**config.mk**
```make
export PLATFORM = sky130hd
export DESIGN_NAME = alien_fire_selector_flat
export DESIGN_NICKNAME = d
export VERILOG_FILES = /design/src/rtl/alien_pkg.sv /design/src/rtl/alien_fire_selector_if.sv /design/src/rtl/lfsr16.sv /design/src/rtl/alien_fire_selector.sv /design/src/flat_wrapper.sv
export SDC_FILE = /design/constraint.sdc
export NUM_CORES = 1
export LEC_CHECK = 0
export BUFFER_PORTS_ARGS = -buffer_cell sky130_fd_sc_hd__buf_4
export CORE_MARGIN = 5
export CORE_UTILIZATION = 45
export CTS_CLUSTER_SIZE = 28
export DETAILED_ROUTE_END_ITERATION = 10
export PLACE_DENSITY = 0.65
export RECOVER_POWER = 100
export SYNTH_ARGS = -nofsm -noshare
export SYNTH_HDL_FRONTEND = slang
export SYNTH_SLANG_ARGS = --single-unit
```
**constraint.sdc**
```tcl
create_clock -name clk -period 4.92 [get_ports clk]
set_input_delay 0.492 -clock clk [delete_from_list [all_inputs] [get_ports clk]]
set_output_delay 0.492 -clock clk [all_outputs]
set_load 0.02 [all_outputs]
```
**src/rtl/alien_pkg.sv**
```systemverilog
`default_nettype none
// -----------------------------------------------------------------------------
// alien_pkg : shared invader-matrix geometry, fire-selector state type, LFSR step
// Revision  : 1.0
// -----------------------------------------------------------------------------
package alien_pkg;

  localparam int DEF_ROWS   = 5;
  localparam int DEF_COLS   = 11;
  localparam int DEF_CELL_W = 32;
  localparam int DEF_CELL_H = 32;

  localparam logic [15:0] LFSR_SEED = 16'hACE1;

  typedef enum logic [1:0] {
    IDLE     = 2'd0,
    SCAN     = 2'd1,
    EMIT     = 2'd2,
    COOLDOWN = 2'd3
  } fire_sel_state_t;

  // Fibonacci step for x^16 + x^14 + x^13 + x^11 + 1
  function automatic logic [15:0] lfsr16_next(input logic [15:0] s);
    return {s[14:0], s[15] ^ s[13] ^ s[12] ^ s[10]};
  endfunction

endpackage
`default_nettype wire

```
**src/rtl/alien_fire_selector_if.sv**
```systemverilog
`default_nettype none
// -----------------------------------------------------------------------------
// alien_fire_selector_if : game-side inputs and shot-spawn outputs of the selector
// Revision               : 1.0
// -----------------------------------------------------------------------------
interface alien_fire_selector_if
  import alien_pkg::*;
#(
  parameter int ROWS = DEF_ROWS,
  parameter int COLS = DEF_COLS
);

  logic                   startOfFrame;
  logic                   standBy;
  logic                   gameEnded;
  logic                   fireAlive;
  logic [ROWS*COLS-1:0]   aliensAlive;
  logic [10:0]            matrixTLX;
  logic [10:0]            matrixTLY;
  logic [10:0]            alienXPosition;
  logic [10:0]            alienYPosition;
  logic                   bottomAlien;
  logic                   noAliens;

  modport master (
    output startOfFrame, standBy, gameEnded, fireAlive, aliensAlive, matrixTLX, matrixTLY,
    input  alienXPosition, alienYPosition, bottomAlien, noAliens
  );

  modport slave (
    input  startOfFrame, standBy, gameEnded, fireAlive, aliensAlive, matrixTLX, matrixTLY,
    output alienXPosition, alienYPosition, bottomAlien, noAliens
  );

endinterface
`default_nettype wire

```
**src/rtl/lfsr16.sv**
```systemverilog
`default_nettype none
// -----------------------------------------------------------------------------
// lfsr16   : free-running 16-bit Fibonacci LFSR, advances every clock
// Revision : 1.0
// -----------------------------------------------------------------------------
module lfsr16
  import alien_pkg::*;
#(
  parameter logic [15:0] SEED = LFSR_SEED
) (
  input  logic        clk,
  input  logic        resetN,
  output logic [15:0] state
);

  always_ff @(posedge clk or negedge resetN) begin
    if (!resetN) begin
      state <= SEED;
    end else begin
      state <= lfsr16_next(state);
    end
  end

endmodule
`default_nettype wire

```
**src/rtl/alien_fire_selector.sv**
```systemverilog
`default_nettype none
// -----------------------------------------------------------------------------
// alien_fire_selector : picks the lowest living alien of a random column and
//                       emits its muzzle position with a one-clock pulse
// Revision            : 1.0
// -----------------------------------------------------------------------------
module alien_fire_selector
  import alien_pkg::*;
#(
  parameter int ROWS            = DEF_ROWS,
  parameter int COLS            = DEF_COLS,
  parameter int CELL_W          = DEF_CELL_W,
  parameter int CELL_H          = DEF_CELL_H,
  parameter int SHOT_OFFSET_X   = 15,
  parameter int COOLDOWN_FRAMES = 30
) (
  input  logic                  clk,
  input  logic                  resetN,
  alien_fire_selector_if.slave  bus
);

  localparam int N     = ROWS * COLS;
  localparam int ROW_W = (ROWS > 1) ? $clog2(ROWS) : 1;
  localparam int COL_W = $clog2(COLS);
  localparam int IDX_W = $clog2(N);

  localparam logic [ROW_W-1:0] ROW_TOP  = ROW_W'(ROWS - 1);
  localparam logic [COL_W-1:0] COL_LAST = COL_W'(COLS - 1);

  fire_sel_state_t   state;
  logic [15:0]       lfsr;
  logic [N-1:0]      alive_snap;
  logic [10:0]       tlx_snap;
  logic [10:0]       tly_snap;
  logic [ROW_W-1:0]  row;
  logic [COL_W-1:0]  col;
  logic [COL_W-1:0]  cols_done;
  logic [15:0]       cooldown;
  logic [10:0]       x_pos;
  logic [10:0]       y_pos;
  logic              pulse;
  logic              none_found;

  logic              play;
  logic [4:0]        lfsr_col;
  logic [COL_W-1:0]  start_col;
  logic [IDX_W-1:0]  idx;
  logic              cell_alive;
  logic [10:0]       x_next;
  logic [10:0]       y_next;
  logic              unused_lfsr;

  lfsr16 #(.SEED(LFSR_SEED)) u_lfsr (
    .clk    (clk),
    .resetN (resetN),
    .state  (lfsr)
  );

  assign play        = ~(bus.standBy | bus.gameEnded);
  assign unused_lfsr = ^lfsr[15:4];

  // A 4-bit draw never exceeds 2*COLS-1 for COLS >= 8, so one subtraction folds it
  assign lfsr_col  = {1'b0, lfsr[3:0]};
  assign start_col = COL_W'((lfsr_col >= 5'(COLS)) ? (lfsr_col - 5'(COLS)) : lfsr_col);

  assign idx        = IDX_W'(int'(row) * COLS + int'(col));
  assign cell_alive = alive_snap[idx];

  assign x_next = tlx_snap + 11'(col) * 11'(CELL_W) + 11'(SHOT_OFFSET_X);
  assign y_next = tly_snap + (11'(row) + 11'd1) * 11'(CELL_H);

  always_ff @(posedge clk or negedge resetN) begin
    if (!resetN) begin
      state      <= IDLE;
      alive_snap <= '0;
      tlx_snap   <= '0;
      tly_snap   <= '0;
      row        <= '0;
      col        <= '0;
      cols_done  <= '0;
      cooldown   <= '0;
      x_pos      <= '0;
      y_pos      <= '0;
      pulse      <= 1'b0;
      none_found <= 1'b0;
    end else begin
      pulse <= 1'b0;
      case (state)
        IDLE: begin
          if (bus.startOfFrame && play && !bus.fireAlive) begin
            alive_snap <= bus.aliensAlive;
            tlx_snap   <= bus.matrixTLX;
            tly_snap   <= bus.matrixTLY;
            col        <= start_col;
            row        <= ROW_TOP;
            cols_done  <= '0;
            state      <= SCAN;
          end
        end

        SCAN: begin
          if (!play) begin
            state <= IDLE;
          end else if (cell_alive) begin
            // Outputs are loaded here so they are already valid in the EMIT clock
            x_pos      <= x_next;
            y_pos      <= y_next;
            pulse      <= 1'b1;
            none_found <= 1'b0;
            state      <= EMIT;
          end else if (row == '0) begin
            row <= ROW_TOP;
            col <= (col == COL_LAST) ? '0 : col + COL_W'(1);
            if (cols_done == COL_LAST) begin
              none_found <= 1'b1;
              state      <= IDLE;
            end else begin
              cols_done <= cols_done + COL_W'(1);
            end
          end else begin
            row <= row - ROW_W'(1);
          end
        end

        EMIT: begin
          cooldown <= 16'(COOLDOWN_FRAMES);
          state    <= COOLDOWN;
        end

        COOLDOWN: begin
          if (!play || cooldown == '0) begin
            state <= IDLE;
          end else if (bus.startOfFrame) begin
            cooldown <= cooldown - 16'd1;
          end
        end

        default: state <= IDLE;
      endcase
    end
  end

  assign bus.alienXPosition = x_pos;
  assign bus.alienYPosition = y_pos;
  assign bus.bottomAlien    = pulse;
  assign bus.noAliens       = none_found;

endmodule
`default_nettype wire

```
**src/flat_wrapper.sv**
```systemverilog
// flat-port wrapper written by rule: the top's interface ports become plain ports
module alien_fire_selector_flat import alien_pkg::*;
#(
  parameter int ROWS            = DEF_ROWS,
  parameter int COLS            = DEF_COLS,
  parameter int CELL_W          = DEF_CELL_W,
  parameter int CELL_H          = DEF_CELL_H,
  parameter int SHOT_OFFSET_X   = 15,
  parameter int COOLDOWN_FRAMES = 30
)
  (clk, resetN, bus_startOfFrame, bus_standBy, bus_gameEnded, bus_fireAlive, bus_aliensAlive, bus_matrixTLX, bus_matrixTLY, bus_alienXPosition, bus_alienYPosition, bus_bottomAlien, bus_noAliens);
  alien_fire_selector_if #(.ROWS(ROWS), .COLS(COLS)) bus_i ();
  input  logic clk;
  input  logic resetN;
  input wire logic [$bits(bus_i.startOfFrame)-1:0] bus_startOfFrame;
  input wire logic [$bits(bus_i.standBy)-1:0] bus_standBy;
  input wire logic [$bits(bus_i.gameEnded)-1:0] bus_gameEnded;
  input wire logic [$bits(bus_i.fireAlive)-1:0] bus_fireAlive;
  input wire logic [$bits(bus_i.aliensAlive)-1:0] bus_aliensAlive;
  input wire logic [$bits(bus_i.matrixTLX)-1:0] bus_matrixTLX;
  input wire logic [$bits(bus_i.matrixTLY)-1:0] bus_matrixTLY;
  output wire logic [$bits(bus_i.alienXPosition)-1:0] bus_alienXPosition;
  output wire logic [$bits(bus_i.alienYPosition)-1:0] bus_alienYPosition;
  output wire logic [$bits(bus_i.bottomAlien)-1:0] bus_bottomAlien;
  output wire logic [$bits(bus_i.noAliens)-1:0] bus_noAliens;
  assign bus_i.startOfFrame = bus_startOfFrame;
  assign bus_i.standBy = bus_standBy;
  assign bus_i.gameEnded = bus_gameEnded;
  assign bus_i.fireAlive = bus_fireAlive;
  assign bus_i.aliensAlive = bus_aliensAlive;
  assign bus_i.matrixTLX = bus_matrixTLX;
  assign bus_i.matrixTLY = bus_matrixTLY;
  assign bus_alienXPosition = bus_i.alienXPosition;
  assign bus_alienYPosition = bus_i.alienYPosition;
  assign bus_bottomAlien = bus_i.bottomAlien;
  assign bus_noAliens = bus_i.noAliens;
  alien_fire_selector #(.ROWS(ROWS), .COLS(COLS), .CELL_W(CELL_W), .CELL_H(CELL_H), .SHOT_OFFSET_X(SHOT_OFFSET_X), .COOLDOWN_FRAMES(COOLDOWN_FRAMES)) u_core (.clk(clk), .resetN(resetN), .bus(bus_i));
endmodule
```
==> impl_results.html, run 1 <==
<table>
<tr><th>Metric</th><th>Value</th></tr>
<tr><th colspan="2">Critical path</th></tr>
<tr><td>Critical path buffer and inverter count</td><td>3</td></tr>
<tr><td>Data required time of the critical path</td><td>5220 ps</td></tr>
<tr><td>Most repeated library cell on the critical path</td><td>sky130_fd_sc_hd__ha_1</td></tr>
<tr><td>Worst Setup Path Type</td><td>reg -&gt; reg</td></tr>
<tr><td>Data arrival at the endpoint of the critical path</td><td>4780 ps</td></tr>
<tr><td>Crit end category</td><td>flop</td></tr>
<tr><td>Critical-path cell list</td><td>inv_1 -&gt; ha_1 -&gt; ha_1 -&gt; ha_1 -&gt; fa_1 -&gt; buf_4 -&gt; mux2i_1 -&gt; o21ai_0 -&gt; a2111oi_0 -&gt; a211oi_1 -&gt; o22ai_2 -&gt; nand2b_1 -&gt; inv_4 -&gt; mux2_1</td></tr>
<tr><td>Logic depth of the worst setup path including buffers</td><td>14</td></tr>
<tr><td>Cell depth of the worst flop-to-flop path</td><td>14</td></tr>
<tr><td>Biggest fanout along the worst timing path</td><td>16</td></tr>
<tr><td>Kind of launch point of the worst setup path</td><td>flop</td></tr>
<tr><td>Largest delay contributor family on the critical path</td><td>adder cells</td></tr>
<tr><td>Slowest Stage Delay on Critical Path</td><td>740 ps</td></tr>
<tr><td>Master of the slowest instance on the critical path</td><td>sky130_fd_sc_hd__fa_1</td></tr>
<tr><th colspan="2">Synth</th></tr>
<tr><td>Netlist cell types</td><td>52</td></tr>
<tr><td>Flip-flop cell with the highest count after synthesis</td><td>sky130_fd_sc_hd__dfrtp_1</td></tr>
<tr><td>Top post-synthesis cells by area</td><td>sky130_fd_sc_hd__dfrtp_1 (49%), sky130_fd_sc_hd__nand2_1 (13%), sky130_fd_sc_hd__ha_1 (4.8%), sky130_fd_sc_hd__mux4_2 (3.8%), sky130_fd_sc_hd__dfstp_2 (3.0%)</td></tr>
<tr><td>Portion of the post-synthesis area used by sequential elements</td><td>51.5%</td></tr>
<tr><td>Post-Synthesis Net Count</td><td>825</td></tr>
<tr><td>Leading area contributor after synthesis</td><td>sky130_fd_sc_hd__dfrtp_1</td></tr>
<tr><td>Number of instances in the synthesized netlist</td><td>712</td></tr>
<tr><td>Post-synthesis sequential element count</td><td>146</td></tr>
<tr><td>Yosys Warn Count</td><td>0</td></tr>
<tr><td>Number of synthesized flops with an enable pin</td><td>0</td></tr>
<tr><td>Top cell type's share of synthesized area</td><td>48.6%</td></tr>
<tr><td>Mapped Area</td><td>7110 sq um</td></tr>
<tr><td>Syn avg cell area</td><td>9.99 sq um</td></tr>
<tr><td>Share of synthesized flip-flops with an asynchronous set or reset</td><td>100%</td></tr>
<tr><td>Ranking of synthesized cells by instance count</td><td>sky130_fd_sc_hd__nand2_1 (242), sky130_fd_sc_hd__dfrtp_1 (138), sky130_fd_sc_hd__o21ai_0 (30)</td></tr>
<tr><td>Most common cell in the netlist</td><td>sky130_fd_sc_hd__nand2_1</td></tr>
<tr><th colspan="2">Die</th></tr>
<tr><td>Top-level I/O count</td><td>107</td></tr>
<tr><td>Die Area</td><td>18,400 sq um</td></tr>
<tr><td>Floorplan Core Area</td><td>15,700 sq um</td></tr>
<tr><td>Initial Utilization</td><td>45.3%</td></tr>
<tr><td>Std-Cell Rows</td><td>46</td></tr>
<tr><td>Die width</td><td>136 microns</td></tr>
<tr><td>Die extent in y</td><td>136 microns</td></tr>
<tr><th colspan="2">Pwr</th></tr>
<tr><td>Switching power share of the total</td><td>35.6%</td></tr>
<tr><td>Psw</td><td>2030 uW</td></tr>
<tr><td>Worst vdd rail ir drop</td><td>301 uV</td></tr>
<tr><td>Total power</td><td>5710 uW</td></tr>
<tr><td>Reg power frac</td><td>33.9%</td></tr>
<tr><td>Clk network pwr share</td><td>26.6%</td></tr>
<tr><td>Combinational power share</td><td>39.5%</td></tr>
<tr><td>Total internal power</td><td>3680 uW</td></tr>
<tr><td>Power per standard cell area</td><td>660 nW/um^2</td></tr>
<tr><td>Static leakage</td><td>0.00426 uW</td></tr>
<tr><th colspan="2">Clock tree</th></tr>
<tr><td>Count of hold-fix buffers inserted at cts</td><td>0</td></tr>
<tr><td>Worst-Skew Late Latency</td><td>410 ps</td></tr>
<tr><td>TritonCTS clock tree</td><td>yes</td></tr>
<tr><td>Largest buffer count on any clock path</td><td>2</td></tr>
<tr><td>Clock-pin slew of the registers on the worst-case setup and hold paths</td><td>60 ps</td></tr>
<tr><td>Number of H-tree levels</td><td>4</td></tr>
<tr><td>Number of buffers created by CTS</td><td>17</td></tr>
<tr><td>Cell at the root of the clock tree</td><td>sky130_fd_sc_hd__clkbuf_16</td></tr>
<tr><td>Post-CTS Setup Bufs</td><td>0</td></tr>
<tr><td>Count of instances resized after the clock tree is built</td><td>0</td></tr>
<tr><td>Clk sink count</td><td>146</td></tr>
<tr><th colspan="2">Layout</th></tr>
<tr><td>Diodes inserted</td><td>0</td></tr>
<tr><td>Fraction of final layout cells sized beyond drive strength 1</td><td>19.3%</td></tr>
<tr><td>Final-layout fill cell count</td><td>1,414</td></tr>
<tr><td>Area Overhead vs Synth</td><td>21.6%</td></tr>
<tr><td>Nets</td><td>925</td></tr>
<tr><th colspan="2">Routing</th></tr>
<tr><td>Number of iterations in the first detailed-routing pass</td><td>4</td></tr>
<tr><td>Post-detailed-route DRC marker count</td><td>0</td></tr>
<tr><td>Starting DRC count in detailed routing</td><td>274</td></tr>
<tr><td>Post-detailed-route via-to-cell ratio</td><td>5.11</td></tr>
<tr><td>Wire length reported by the detailed router</td><td>16.1 mm</td></tr>
<tr><td>Via count</td><td>5,317</td></tr>
<tr><td>ANT nets after route</td><td>0</td></tr>
<tr><td>Average routed wire per standard cell</td><td>15.5 microns</td></tr>
<tr><th colspan="2">Placement</th></tr>
<tr><td>Detailed placement HPWL</td><td>11.3 mm</td></tr>
<tr><td>Post-Place Setup Slack</td><td>421 ps</td></tr>
<tr><td># port buffers</td><td>106</td></tr>
<tr><td>Final weighted congestion in routability-driven placement</td><td>0.798</td></tr>
<tr><th colspan="2">Timing</th></tr>
<tr><td>Worst clock skew</td><td>11.6 ps</td></tr>
<tr><td>Final slew viol count</td><td>268</td></tr>
<tr><td>Final setup fails</td><td>0</td></tr>
<tr><td>RSZ-0062 raised after global routing</td><td>false</td></tr>
<tr><td>Number of failing hold endpoints at the final stage</td><td>0</td></tr>
<tr><td>Slew at the pin closest to its max-slew limit</td><td>2530 ps</td></tr>
<tr><td>Final hold slack</td><td>265 ps</td></tr>
<tr><td>Fin crit share</td><td>91.1%</td></tr>
<tr><td>Peak clock frequency supported by timing</td><td>223 MHz</td></tr>
<tr><td>Final critical delay including setup and external delays</td><td>4480 ps</td></tr>
<tr><td>Slack of the critical path</td><td>439 ps</td></tr>
<tr><td>Final-layout setup total negative slack</td><td>0 ps</td></tr>
<tr><td>Worst slew margin relative to its limit</td><td>-68.4%</td></tr>
<tr><th colspan="2">Global route</th></tr>
<tr><td>Number of global-route vias before repair</td><td>5,617</td></tr>
<tr><td>Final global-route overflow total</td><td>0</td></tr>
<tr><td>Global-route wire length before repair</td><td>27.2 mm</td></tr>
<tr><td>Aggregate global-route resource usage</td><td>18.4%</td></tr>
<tr><td>Number of antenna violations at the first check in global routing</td><td>0</td></tr>
<tr><td>Pin count of the biggest net entering global routing</td><td>101</td></tr>
<tr><th colspan="2">Run</th></tr>
<tr><td>Max capacitance violation total</td><td>3</td></tr>
<tr><th colspan="2">Run status</th></tr>
<tr><td>Status</td><td>finished with violations</td></tr>
<tr><td>Failing checks</td><td>max-capacitance violations, max-slew violations</td></tr>
<tr><th colspan="2">Hold path</th></tr>
<tr><td>Type of the tightest min-delay check</td><td>in -&gt; reg</td></tr>
<tr><td>Number of stages on the worst hold path</td><td>3</td></tr>
</table>
-- worst register-to-register path: cells and delay by family (launching register included) --
| kind | cells | cell delay (ps) |
|---|---|---|
| simple gates | 1 | 360 |
| compound gates | 4 | 820 |
| flops | 1 | 480 |
| fa+ha+maj | 4 | 1620 |
| buf+inv | 3 | 540 |
| mux | 2 | 540 |
-- layout by cell type, fill, tap and decap left out, types with 5 or more instances in the layout --
cell                        instances
sky130_fd_sc_hd__nand2_1          242
sky130_fd_sc_hd__dfrtp_1          138
sky130_fd_sc_hd__buf_4             83
sky130_fd_sc_hd__o21ai_0           30
sky130_fd_sc_hd__clkbuf_1          28
sky130_fd_sc_hd__ha_1              27
sky130_fd_sc_hd__a21oi_1           22
sky130_fd_sc_hd__xnor2_1           22
sky130_fd_sc_hd__nor2_1            22
sky130_fd_sc_hd__clkbuf_16         17
sky130_fd_sc_hd__inv_1             14
sky130_fd_sc_hd__mux4_2            12
sky130_fd_sc_hd__mux2_2            10
sky130_fd_sc_hd__nor3_1            10
sky130_fd_sc_hd__mux2i_1            9
sky130_fd_sc_hd__xor2_1             8
sky130_fd_sc_hd__or3_1              7
sky130_fd_sc_hd__bufinv_16          7
sky130_fd_sc_hd__nand3_1            6
sky130_fd_sc_hd__mux2_1             6
sky130_fd_sc_hd__a31oi_1            6
sky130_fd_sc_hd__and2_1             5
sky130_fd_sc_hd__a21o_1             5
sky130_fd_sc_hd__a31o_2             5
sky130_fd_sc_hd__dfstp_2            5
-- routing by layer --
metal | share of wire [%] | GRT usage (%) | vias up
li1 | - | - | 2609
met1 | 46 | 24.8 | 2577
met2 | 49 | 30.1 | 118
met3 | 4.2 | 4.23 | 13
met4 | 1.0 | 5.04 | 0
met5 | 0 | 0 | -
-- final timing paths --
kind | start | to | slack [ps]
worst max-delay path | u_core.row[0] | u_core.bus.alienYPosition[9] | 440
worst min-delay path | bus_matrixTLY[0] | u_core.tly_snap[0] | 260
worst max register to register | u_core.row[0] | u_core.bus.alienYPosition[9] | 440
worst min register to register | u_core.u_lfsr.state[9] | u_core.u_lfsr.state[10] | 340
max in group asynchronous | resetN | u_core.alive_snap[20] | 1910
min in group asynchronous | resetN | u_core.cooldown[12] | 860
-- final cells by class --
| class | instances | area [sq um] | area share, % |
|---|---|---|---|
| multi-input combinational | 520 | 3220 | 37.2 |
| timing repair buffer | 112 | 737 | 8.52 |
| clock inverter | 9 | 225 | 2.60 |
| sequential | 146 | 3660 | 42.4 |
| inverter | 15 | 58.8 | 0.680 |
| tap | 216 | 270 | 3.12 |
| clock buffer | 23 | 478 | 5.53 |
-- cells by family after synthesis --
family / after synthesis / share of synthesized area [%]
AND/OR/NAND/NOR: 324 / 19.2
flip-flops: 146 / 51.5
AO/OA/AOI/OAI: 97 / 8.73
buffers and inverters: 46 / 2.94
multiplexers: 39 / 8.34
XOR/XNOR: 30 / 3.69
adder cells (fa/ha/maj): 30 / 5.59
-- power groups by stage --
stage          Sequential (uW)  Clock [uW]  Combinational (uW)
2_1_floorplan             1930           0                1690
3_3_place_gp              1940           0                2260
3_5_place_dp              1950           0                2350
4_1_cts                   1940        1550                2370
5_1_grt                   1990        1600                2530
6_report                  1940        1520                2250
-- registers in the layout (all words and copies together), names as in the netlist, 3 cells and up, named ones only --
signal and cells:
u_core.alive_snap 55, u_core.bus.alienYPosition 11, u_core.col 4, u_core.row 3, u_core.bus.alienXPosition 11, u_core.cols_done 4
u_core.u_lfsr.state 16, u_core.tlx_snap 11, u_core.cooldown 16, u_core.tly_snap 11
-- stage by stage --
stage,utilization (%),instances,cell area [sq um]
2_1_floorplan,-,712,7110
5_1_grt,55.0,1041,8650
4_1_cts,55.9,1041,8790
6_report,55.0,1041,8650
3_5_place_dp,51.4,1009,8080
3_3_place_gp,51.4,1009,8080
(Power assumes the default switching activity.)
==> run 2, diff against run 1 <==
- CELL_PAD_IN_SITES_DETAIL_PLACEMENT: unset -> 0
- CELL_PAD_IN_SITES_GLOBAL_PLACEMENT: unset -> 2
- CORE_UTILIZATION: 45 -> 36
- PLACE_DENSITY: 0.65 -> unset
- PLACE_DENSITY_LB_ADDON: unset -> 0.1
==> run 2 against run 1 <==
Against the previous run: the run still ends with max-capacitance violations, max-slew violations left; critical path depth did not move; clock skew decreased by 0.70 ps; final cell count increased by 4.7%; die area up 23%; count of clock-buffer cells in the layout stayed put; sequential share of layout area up 0.29 points; sequential cell count is the same; cell area is 0.68% lower; first-iteration DRC count down 5.1%.
==> impl_results.html, run 2 (synthesis gave the netlist of run 1 again) <==
<table>
<tr><th>Metric</th><th>Value</th></tr>
<tr><th colspan="2">Clock tree</th></tr>
<tr><td>Number of H-tree levels</td><td>4 (unchanged)</td></tr>
<tr><td>Worst-Skew Late Latency</td><td>420 ps (about the same)</td></tr>
<tr><td>Clk sink count</td><td>146 (unchanged)</td></tr>
<tr><td>Largest buffer count on any clock path</td><td>2 (unchanged)</td></tr>
<tr><td>Clock-pin slew of the registers on the worst-case setup and hold paths</td><td>60 ps (about the same)</td></tr>
<tr><td>Number of buffers created by CTS</td><td>17 (unchanged)</td></tr>
<tr><td>TritonCTS clock tree</td><td>yes</td></tr>
<tr><td>Post-CTS Setup Bufs</td><td>0 (unchanged)</td></tr>
<tr><td>Cell at the root of the clock tree</td><td>sky130_fd_sc_hd__clkbuf_16</td></tr>
<tr><td>Count of instances resized after the clock tree is built</td><td>0 (unchanged)</td></tr>
<tr><td>Count of hold-fix buffers inserted at cts</td><td>0 (unchanged)</td></tr>
<tr><th colspan="2">Critical path</th></tr>
<tr><td>Kind of launch point of the worst setup path</td><td>flop</td></tr>
<tr><td>Crit end category</td><td>flop</td></tr>
<tr><td>Biggest fanout along the worst timing path</td><td>16 (unchanged)</td></tr>
<tr><td>Worst Setup Path Type</td><td>reg -&gt; reg</td></tr>
<tr><td>Data required time of the critical path</td><td>5210 ps (about the same)</td></tr>
<tr><td>Data arrival at the endpoint of the critical path</td><td>4770 ps (about the same)</td></tr>
<tr><th colspan="2">Global route</th></tr>
<tr><td>Pin count of the biggest net entering global routing</td><td>108 (+6.9%)</td></tr>
<tr><td>Number of antenna violations at the first check in global routing</td><td>0 (unchanged)</td></tr>
<tr><td>Final global-route overflow total</td><td>0 (unchanged)</td></tr>
<tr><td>Global-route wire length before repair</td><td>27.9 mm (+2.5%)</td></tr>
<tr><td>Aggregate global-route resource usage</td><td>15.6% (-2.8 points)</td></tr>
<tr><td>Number of global-route vias before repair</td><td>5,592 (-0.45%)</td></tr>
<tr><th colspan="2">Timing</th></tr>
<tr><td>Fin crit share</td><td>91.1% (about the same)</td></tr>
<tr><td>Final critical delay including setup and external delays</td><td>4480 ps (-1.72 ps)</td></tr>
<tr><td>RSZ-0062 raised after global routing</td><td>false</td></tr>
<tr><td>Final slew viol count</td><td>275 (+2.6%)</td></tr>
<tr><td>Slew at the pin closest to its max-slew limit</td><td>2670 ps (+140 ps)</td></tr>
<tr><td>Slack of the critical path</td><td>440 ps (+1.72 ps)</td></tr>
<tr><td>Number of failing hold endpoints at the final stage</td><td>0 (unchanged)</td></tr>
<tr><td>Worst clock skew</td><td>10.9 ps (-0.705 ps)</td></tr>
<tr><td>Peak clock frequency supported by timing</td><td>223 MHz (about the same)</td></tr>
<tr><td>Final-layout setup total negative slack</td><td>0 ps (unchanged)</td></tr>
<tr><td>Final setup fails</td><td>0 (unchanged)</td></tr>
<tr><td>Worst slew margin relative to its limit</td><td>-77.7% (-9.3 points)</td></tr>
<tr><th colspan="2">Routing</th></tr>
<tr><td>Average routed wire per standard cell</td><td>15.6 microns (+0.68%)</td></tr>
<tr><td>Post-detailed-route DRC marker count</td><td>0 (unchanged)</td></tr>
<tr><td>Via count</td><td>5,291 (-0.49%)</td></tr>
<tr><td>Starting DRC count in detailed routing</td><td>260 (-5.1%)</td></tr>
<tr><td>Wire length reported by the detailed router</td><td>17.0 mm (+5.4%)</td></tr>
<tr><td>Number of iterations in the first detailed-routing pass</td><td>4 (unchanged)</td></tr>
<tr><td>ANT nets after route</td><td>0 (unchanged)</td></tr>
<tr><td>Post-detailed-route via-to-cell ratio</td><td>4.85 (-5.0%)</td></tr>
<tr><th colspan="2">Pwr</th></tr>
<tr><td>Switching power share of the total</td><td>37.4% (+1.8 points)</td></tr>
<tr><td>Clk network pwr share</td><td>23.7% (-2.9 points)</td></tr>
<tr><td>Static leakage</td><td>0.00421 uW (-1.3%)</td></tr>
<tr><td>Worst vdd rail ir drop</td><td>293 uV (-2.8%)</td></tr>
<tr><td>Psw</td><td>2030 uW (-0.18%)</td></tr>
<tr><td>Power per standard cell area</td><td>632 nW/um^2 (-4.3%)</td></tr>
<tr><td>Total internal power</td><td>3400 uW (-7.6%)</td></tr>
<tr><td>Combinational power share</td><td>40.6% (+1.1 points)</td></tr>
<tr><td>Reg power frac</td><td>35.7% (+1.8 points)</td></tr>
<tr><th colspan="2">Hold path</th></tr>
<tr><td>Type of the tightest min-delay check</td><td>in -&gt; reg</td></tr>
<tr><th colspan="2">Placement</th></tr>
<tr><td>Post-Place Setup Slack</td><td>444 ps (+22.9 ps)</td></tr>
<tr><td>Final weighted congestion in routability-driven placement</td><td>0.733 (-8.1%)</td></tr>
<tr><td>Cell total after placement</td><td>1,058 (+4.9%)</td></tr>
<tr><td># port buffers</td><td>106 (unchanged)</td></tr>
<tr><td>Detailed placement HPWL</td><td>11.9 mm (+5.9%)</td></tr>
<tr><th colspan="2">Die</th></tr>
<tr><td>Std-Cell Rows</td><td>51 (+11%)</td></tr>
<tr><td>Die width</td><td>151 microns (+11%)</td></tr>
<tr><td>Top-level I/O count</td><td>107 (unchanged)</td></tr>
<tr><td>Die extent in y</td><td>151 microns (+11%)</td></tr>
<tr><td>Initial Utilization</td><td>36.5% (-8.7 points)</td></tr>
<tr><td>Floorplan Core Area</td><td>19,500 sq um (+24%)</td></tr>
<tr><td>Die Area</td><td>22,700 sq um (+23%)</td></tr>
<tr><th colspan="2">Layout</th></tr>
<tr><td>Multi-input logic area</td><td>3210 sq um (-0.23%)</td></tr>
<tr><td>Area Overhead vs Synth</td><td>20.8%</td></tr>
<tr><td>Fraction of final layout cells sized beyond drive strength 1</td><td>19.2% (-0.12 points)</td></tr>
<tr><td>Register area</td><td>3660 sq um (unchanged)</td></tr>
<tr><td>Final-layout fill cell count</td><td>1,986 (+40%)</td></tr>
<tr><td>Number of flip-flops under the largest register name</td><td>55 (unchanged)</td></tr>
<tr><td>Register with the highest flop count</td><td>u_core.alive_snap</td></tr>
<tr><td>Most common cell after layout, fill and taps aside</td><td>sky130_fd_sc_hd__nand2_1</td></tr>
<tr><td>Commonest cells after routing, fill and taps aside</td><td>sky130_fd_sc_hd__nand2_1 (242), sky130_fd_sc_hd__dfrtp_1 (138), sky130_fd_sc_hd__buf_4 (82), sky130_fd_sc_hd__o21ai_0 (30)</td></tr>
<tr><td>Nets</td><td>925 (unchanged)</td></tr>
<tr><td>Registers with the most flip-flops</td><td>u_core.alive_snap: 55 flops, u_core.cooldown: 16 flops, u_core.u_lfsr.state: 16 flops</td></tr>
<tr><td>Final standard cell count with taps included and fillers excluded</td><td>1,090 (+4.7%)</td></tr>
<tr><td>Diodes inserted</td><td>0 (unchanged)</td></tr>
<tr><th colspan="2">Run status</th></tr>
<tr><td>Failing checks</td><td>max-capacitance violations, max-slew violations</td></tr>
<tr><td>Status</td><td>finished with violations</td></tr>
<tr><th colspan="2">Run</th></tr>
<tr><td>Max capacitance violation total</td><td>3 (unchanged)</td></tr>
</table>
## run 2: changes by cell type in the layout (fill, tap and decap cells not counted)
cell,previous run,this run
sky130_fd_sc_hd__bufinv_16,7,2
sky130_fd_sc_hd__clkbuf_2,4,5
sky130_fd_sc_hd__clkinv_2,0,3
sky130_fd_sc_hd__buf_4,83,82
sky130_fd_sc_hd__mux2_1,6,8
sky130_fd_sc_hd__mux2_4,2,0
sky130_fd_sc_hd__clkbuf_1,28,27
sky130_fd_sc_hd__clkbuf_8,3,4
sky130_fd_sc_hd__clkinvlp_4,2,4
## run 2: path summary, 6_finish.rpt
| path | slack, ps | to | depth (start not counted) | startpoint |
|---|---|---|---|---|
| setup reg to reg | 440 | u_core.bus.alienYPosition[6] | 14 | u_core.row[0] |
| min in group asynchronous | 890 | u_core.cooldown[3] | 1 | resetN |
| setup / recovery | 440 | u_core.bus.alienYPosition[6] | 14 | u_core.row[0] |
| hold / removal | 260 | u_core.tly_snap[3] | 3 | bus_matrixTLY[3] |
| hold reg to reg | 350 | u_core.u_lfsr.state[10] | 0 | u_core.u_lfsr.state[9] |
| max in group asynchronous | 1860 | u_core.tly_snap[6] | 2 | resetN |
## run 2: routing by layer
metal | GRT usage (%) | routed length, microns | vias to the layer above
li1 | - | - | 2609
met1 | 19.9 | 7640 | 2582
met3 | 3.61 | 596 | 7
met2 | 27.0 | 8640 | 93
met4 | 3.71 | 86 | 0
met5 | 0 | 0 | -
## run 2: worst max-delay path, stage by stage, from the launching register on
cell	delay, ps
sky130_fd_sc_hd__dfrtp_1	470
sky130_fd_sc_hd__inv_1	100
sky130_fd_sc_hd__ha_1	360
sky130_fd_sc_hd__ha_1	290
sky130_fd_sc_hd__ha_1	220
sky130_fd_sc_hd__fa_1	480
sky130_fd_sc_hd__buf_4	250
sky130_fd_sc_hd__mux4_2	330
sky130_fd_sc_hd__nor2b_1	140
sky130_fd_sc_hd__a2111oi_0	440
sky130_fd_sc_hd__a211oi_1	110
sky130_fd_sc_hd__o22ai_2	200
sky130_fd_sc_hd__nand2b_1	410
sky130_fd_sc_hd__inv_4	180
sky130_fd_sc_hd__mux2_1	350
## run 2: power groups by stage
stage               Combinational, uW  Sequential [uW]  Clock (uW)
detailed placement               2350             1970           0
global route                     2490             2000        1380
floorplan                        1690             1930           0
finish                           2200             1940        1280
global placement                 2310             1970           0
CTS                              2370             1960        1320
## run 2: metrics by stage
step           power (uW)  hold WS [ps]  util [%]  area, sq um
6_report             5430           260      44.1         8590
3_5_place_dp         4330           337      41.8         8140
3_3_place_gp         4280           341      41.8         8140
4_1_cts              5640           236      44.9         8740
5_1_grt              5870           236      44.1         8590
2_1_floorplan        3620           196         -         7110
## run 2: cell type report
cell class	instances	area share [%]
Clock inverter	9	1.22
Clock buffer	23	5.68
Sequential cell	146	42.6
Multi-Input combinational cell	520	37.4
Tap cell	265	3.86
Inverter	15	0.685
Timing Repair Buffer	112	8.55
==> run 3, diff against run 2 <==
- CAP_MARGIN: unset -> 5
- CELL_PAD_IN_SITES_DETAIL_PLACEMENT: 0 -> 1
- CELL_PAD_IN_SITES_GLOBAL_PLACEMENT: 2 -> 1
- CORE_UTILIZATION: 36 -> 44
==> run 3 against run 2 <==
Against the previous run: first-iteration DRC count is 4.2% higher; sequential share of layout area rose by 0.28 points; global-route usage is 5.1 points higher; the flow still finishes with violations (max-capacitance violations, max-slew violations); sequential cell count is the same; combinational power up 4%; highest routed layer unchanged; register-to-register slack got worse by 140 ps; clock skew is 1.2 ps lower; routed wire length rose by 7.6%; count of clock-buffer cells in the layout is 3 lower; worst hold slack got worse by 1.1 ps.
==> impl_results.html, run 3 (synthesis gave the netlist of run 1 again) <==
<table>
<tr><th>Metric</th><th>Value</th></tr>
<tr><th colspan="2">Global route</th></tr>
<tr><td>Global-route wire length before repair</td><td>30.4 mm (+9.1%)</td></tr>
<tr><td>Number of global-route vias before repair</td><td>6,077 (+8.7%)</td></tr>
<tr><td>Final global-route overflow total</td><td>0 (unchanged)</td></tr>
<tr><td>Global route hottest layer</td><td>met2</td></tr>
<tr><td>Number of antenna violations at the first check in global routing</td><td>0 (unchanged)</td></tr>
<tr><td>Met3 usage in global routing</td><td>4.63% (+1.0 points)</td></tr>
<tr><td>Met1 routing resource usage after global routing</td><td>25.9% (+6.0 points)</td></tr>
<tr><td>Pin count of the biggest net entering global routing</td><td>106 (-1.9%)</td></tr>
<tr><td>Aggregate global-route resource usage</td><td>20.8% (+5.1 points)</td></tr>
<tr><td>Met2 track demand over resource in global routing</td><td>35.6% (+8.6 points)</td></tr>
<tr><th colspan="2">Timing</th></tr>
<tr><td>Final critical delay including setup and external delays</td><td>4620 ps (+139 ps)</td></tr>
<tr><td>Number of failing hold endpoints at the final stage</td><td>0 (unchanged)</td></tr>
<tr><td>Final setup fails</td><td>0 (unchanged)</td></tr>
<tr><td>RSZ-0062 raised after global routing</td><td>false</td></tr>
<tr><td>Slew at the pin closest to its max-slew limit</td><td>2650 ps (-15.4 ps)</td></tr>
<tr><td>Final slew viol count</td><td>191 (-31%)</td></tr>
<tr><td>Worst slew margin relative to its limit</td><td>-76.7% (+1.0 points)</td></tr>
<tr><td>Final-layout setup total negative slack</td><td>0 ps (unchanged)</td></tr>
<tr><td>Worst clock skew</td><td>9.72 ps (-1.21 ps)</td></tr>
<tr><td>Peak clock frequency supported by timing</td><td>217 MHz (-3.0%)</td></tr>
<tr><td>Final hold slack</td><td>258 ps (-1.14 ps)</td></tr>
<tr><td>Fin crit share</td><td>93.9% (+2.8 points)</td></tr>
<tr><th colspan="2">Routing</th></tr>
<tr><td>Via count</td><td>5,478 (+3.5%)</td></tr>
<tr><td>Wire length reported by the detailed router</td><td>18.3 mm (+7.6%)</td></tr>
<tr><td>Number of iterations in the first detailed-routing pass</td><td>4 (unchanged)</td></tr>
<tr><td>Starting DRC count in detailed routing</td><td>271 (+4.2%)</td></tr>
<tr><td>Post-detailed-route via-to-cell ratio</td><td>5.26 (+8.4%)</td></tr>
<tr><td>Post-detailed-route DRC marker count</td><td>0 (unchanged)</td></tr>
<tr><td>ANT nets after route</td><td>0 (unchanged)</td></tr>
<tr><td>Average routed wire per standard cell</td><td>17.5 microns (+13%)</td></tr>
<tr><th colspan="2">Critical path</th></tr>
<tr><td>Critical path buffer and inverter count</td><td>2 (-1)</td></tr>
<tr><td>Most repeated library cell on the critical path</td><td>sky130_fd_sc_hd__ha_1</td></tr>
<tr><td>Biggest fanout along the worst timing path</td><td>20 (+4)</td></tr>
<tr><td>Slowest Stage Delay on Critical Path</td><td>720 ps (+240 ps)</td></tr>
<tr><td>Crit end category</td><td>flop</td></tr>
<tr><td>Kind of launch point of the worst setup path</td><td>flop</td></tr>
<tr><td>Master of the slowest instance on the critical path</td><td>sky130_fd_sc_hd__fa_2</td></tr>
<tr><td>Data arrival at the endpoint of the critical path</td><td>4940 ps (+170 ps)</td></tr>
<tr><td>Worst Setup Path Type</td><td>reg -&gt; reg</td></tr>
<tr><td>Slack of the worst reg-to-reg path</td><td>300 ps (-140 ps)</td></tr>
<tr><td>Critical-path cell list</td><td>inv_1 -&gt; ha_1 -&gt; ha_1 -&gt; ha_1 -&gt; fa_2 -&gt; mux4_2 -&gt; nor2b_1 -&gt; a2111oi_0 -&gt; a211oi_1 -&gt; o22ai_2 -&gt; clkbuf_2 -&gt; nand2_1 -&gt; o31ai_1</td></tr>
<tr><td>Data required time of the critical path</td><td>5240 ps (+30 ps)</td></tr>
<tr><td>Largest delay contributor family on the critical path</td><td>adder cells</td></tr>
<tr><th colspan="2">Placement</th></tr>
<tr><td>Final weighted congestion in routability-driven placement</td><td>0.791 (+7.9%)</td></tr>
<tr><td># port buffers</td><td>106 (unchanged)</td></tr>
<tr><td>Detailed placement HPWL</td><td>12.7 mm (+6.3%)</td></tr>
<tr><th colspan="2">Layout</th></tr>
<tr><td>Final-layout fill cell count</td><td>1,817 (-8.5%)</td></tr>
<tr><td>Fraction of final layout cells sized beyond drive strength 1</td><td>19.5% (+0.36 points)</td></tr>
<tr><td>Area Overhead vs Synth</td><td>20.0%</td></tr>
<tr><td>Number of flip-flops under the largest register name</td><td>55 (unchanged)</td></tr>
<tr><td>Registers with the most flip-flops</td><td>u_core.alive_snap: 55 flops, u_core.cooldown: 16 flops, u_core.u_lfsr.state: 16 flops</td></tr>
<tr><td>Nets</td><td>925 (unchanged)</td></tr>
<tr><td>Commonest cells after routing, fill and taps aside</td><td>sky130_fd_sc_hd__nand2_1 (242), sky130_fd_sc_hd__dfrtp_1 (138), sky130_fd_sc_hd__buf_4 (84), sky130_fd_sc_hd__o21ai_0 (30), sky130_fd_sc_hd__ha_1 (27)</td></tr>
<tr><td>Register with the highest flop count</td><td>u_core.alive_snap</td></tr>
<tr><td>Diodes inserted</td><td>0 (unchanged)</td></tr>
<tr><td>Most common cell after layout, fill and taps aside</td><td>sky130_fd_sc_hd__nand2_1</td></tr>
<tr><th colspan="2">Pwr</th></tr>
<tr><td>Combinational power share</td><td>41.3% (+0.7 points)</td></tr>
<tr><td>Static leakage</td><td>0.00420 uW (-0.19%)</td></tr>
<tr><td>Power per standard cell area</td><td>649 nW/um^2 (+2.8%)</td></tr>
<tr><td>Reg power frac</td><td>35.5% (-0.2 points)</td></tr>
<tr><td>Total internal power</td><td>3390 uW (-0.20%)</td></tr>
<tr><td>Psw</td><td>2150 uW (+5.9%)</td></tr>
<tr><td>Switching power share of the total</td><td>38.8% (+1.4 points)</td></tr>
<tr><td>Worst vdd rail ir drop</td><td>322 uV (+10%)</td></tr>
<tr><td>Clk network pwr share</td><td>23.2% (-0.5 points)</td></tr>
<tr><th colspan="2">Die</th></tr>
<tr><td>Floorplan Core Area</td><td>15,900 sq um (-18%)</td></tr>
<tr><td>Initial Utilization</td><td>44.8% (+8.2 points)</td></tr>
<tr><td>Die Area</td><td>18,800 sq um (-17%)</td></tr>
<tr><td>Die width</td><td>137 microns (-8.9%)</td></tr>
<tr><td>Top-level I/O count</td><td>107 (unchanged)</td></tr>
<tr><td>Die extent in y</td><td>137 microns (-8.9%)</td></tr>
<tr><td>Std-Cell Rows</td><td>46 (-9.8%)</td></tr>
<tr><th colspan="2">Run status</th></tr>
<tr><td>Failing checks</td><td>max-capacitance violations, max-slew violations</td></tr>
<tr><td>Status</td><td>finished with violations</td></tr>
<tr><th colspan="2">Clock tree</th></tr>
<tr><td>Clk sink count</td><td>146 (unchanged)</td></tr>
<tr><td>Number of H-tree levels</td><td>4 (unchanged)</td></tr>
<tr><td>Largest buffer count on any clock path</td><td>2 (unchanged)</td></tr>
<tr><td>Cell at the root of the clock tree</td><td>sky130_fd_sc_hd__clkbuf_16</td></tr>
<tr><td>Post-CTS Setup Bufs</td><td>0 (unchanged)</td></tr>
<tr><td>Clock-pin slew of the registers on the worst-case setup and hold paths</td><td>60 ps (about the same)</td></tr>
<tr><td>TritonCTS clock tree</td><td>yes</td></tr>
<tr><td>Number of buffers created by CTS</td><td>17 (unchanged)</td></tr>
<tr><td>Worst-Skew Late Latency</td><td>420 ps (about the same)</td></tr>
<tr><th colspan="2">Run</th></tr>
<tr><td>Max capacitance violation total</td><td>2 (-1)</td></tr>
<tr><th colspan="2">Hold path</th></tr>
<tr><td>Type of the tightest min-delay check</td><td>in -&gt; reg</td></tr>
</table>
[run 3: cell types whose count changed in the layout (fill, tap and decap cells not counted), sizes merged]
cell	delta
buf	+2
clkinvlp	+2
clkbuf	-5
inv	+1
[run 3: path summary, 6_finish.rpt]
path / start / end / cells past startpoint
setup / recovery: u_core.row[0] / u_core.cols_done[1] / 13
hold / removal: bus_aliensAlive[10] / u_core.alive_snap[10] / 3
setup reg to reg: u_core.row[0] / u_core.cols_done[1] / 13
hold reg to reg: u_core.u_lfsr.state[6] / u_core.u_lfsr.state[7] / 0
max in group asynchronous: resetN / u_core.bus.alienXPosition[10] / 2
min in group asynchronous: resetN / u_core.cooldown[11] / 1
[run 3: layout make-up]
class	count	area (sq um)	share of cell area, %
timing repair buffer	112	741	8.68
clock inverter	12	133	1.55
multi-input combinational	520	3210	37.6
clock buffer	20	457	5.35
inverter	15	58.8	0.689
tap	216	270	3.17
sequential	146	3660	42.9
[run 3: per-stage QoR]
step                      util (%)  instance area, sq um  cells  setup WS (ps)  power (uW)
after floorplan                  -                  7110    712            976        3620
after global placement        50.9                  8080   1009            445        4240
after detailed placement      50.9                  8080   1009            228        4380
after CTS                     54.6                  8670   1041            183        5720
after global routing          53.7                  8530   1041           43.7        5930
final                         53.7                  8530   1041            301        5540
[run 3: power groups by stage]
stage / registers [uW] / logic [uW] / clock network, uW
floorplan: 1930 / 1690 / 0
global placement: 1960 / 2270 / 0
detailed placement: 1990 / 2400 / 0
CTS: 1970 / 2430 / 1320
global route: 2010 / 2540 / 1370
finish: 1970 / 2290 / 1290
[run 3: layer usage]
layer	share of wire [%]	vias up	wire, microns
met4	1.8	0	325
met3	3.2	23	581
met1	43	2734	7870
met2	52	112	9490
met5	0	-	0
li1	-	2609	-
[run 3: worst register-to-register path, cell delays in order (launching register included)]
cell and delay, ps:
sky130_fd_sc_hd__dfrtp_1 480, sky130_fd_sc_hd__inv_1 110, sky130_fd_sc_hd__ha_1 390, sky130_fd_sc_hd__ha_1 310, sky130_fd_sc_hd__ha_1 230, sky130_fd_sc_hd__fa_2 720
sky130_fd_sc_hd__mux4_2 360, sky130_fd_sc_hd__nor2b_1 140, sky130_fd_sc_hd__a2111oi_0 440, sky130_fd_sc_hd__a211oi_1 120, sky130_fd_sc_hd__o22ai_2 230, sky130_fd_sc_hd__clkbuf_2 390
sky130_fd_sc_hd__nand2_1 290, sky130_fd_sc_hd__o31ai_1 320
[run 3: repair_timing]
item | 4_1_cts | 5_1_grt
endpoints found under the hold margin | 0 | 0
endpoints found under the setup margin | 0 | 14
resized for setup | 0 | 1
hold buffers | 0 | 0
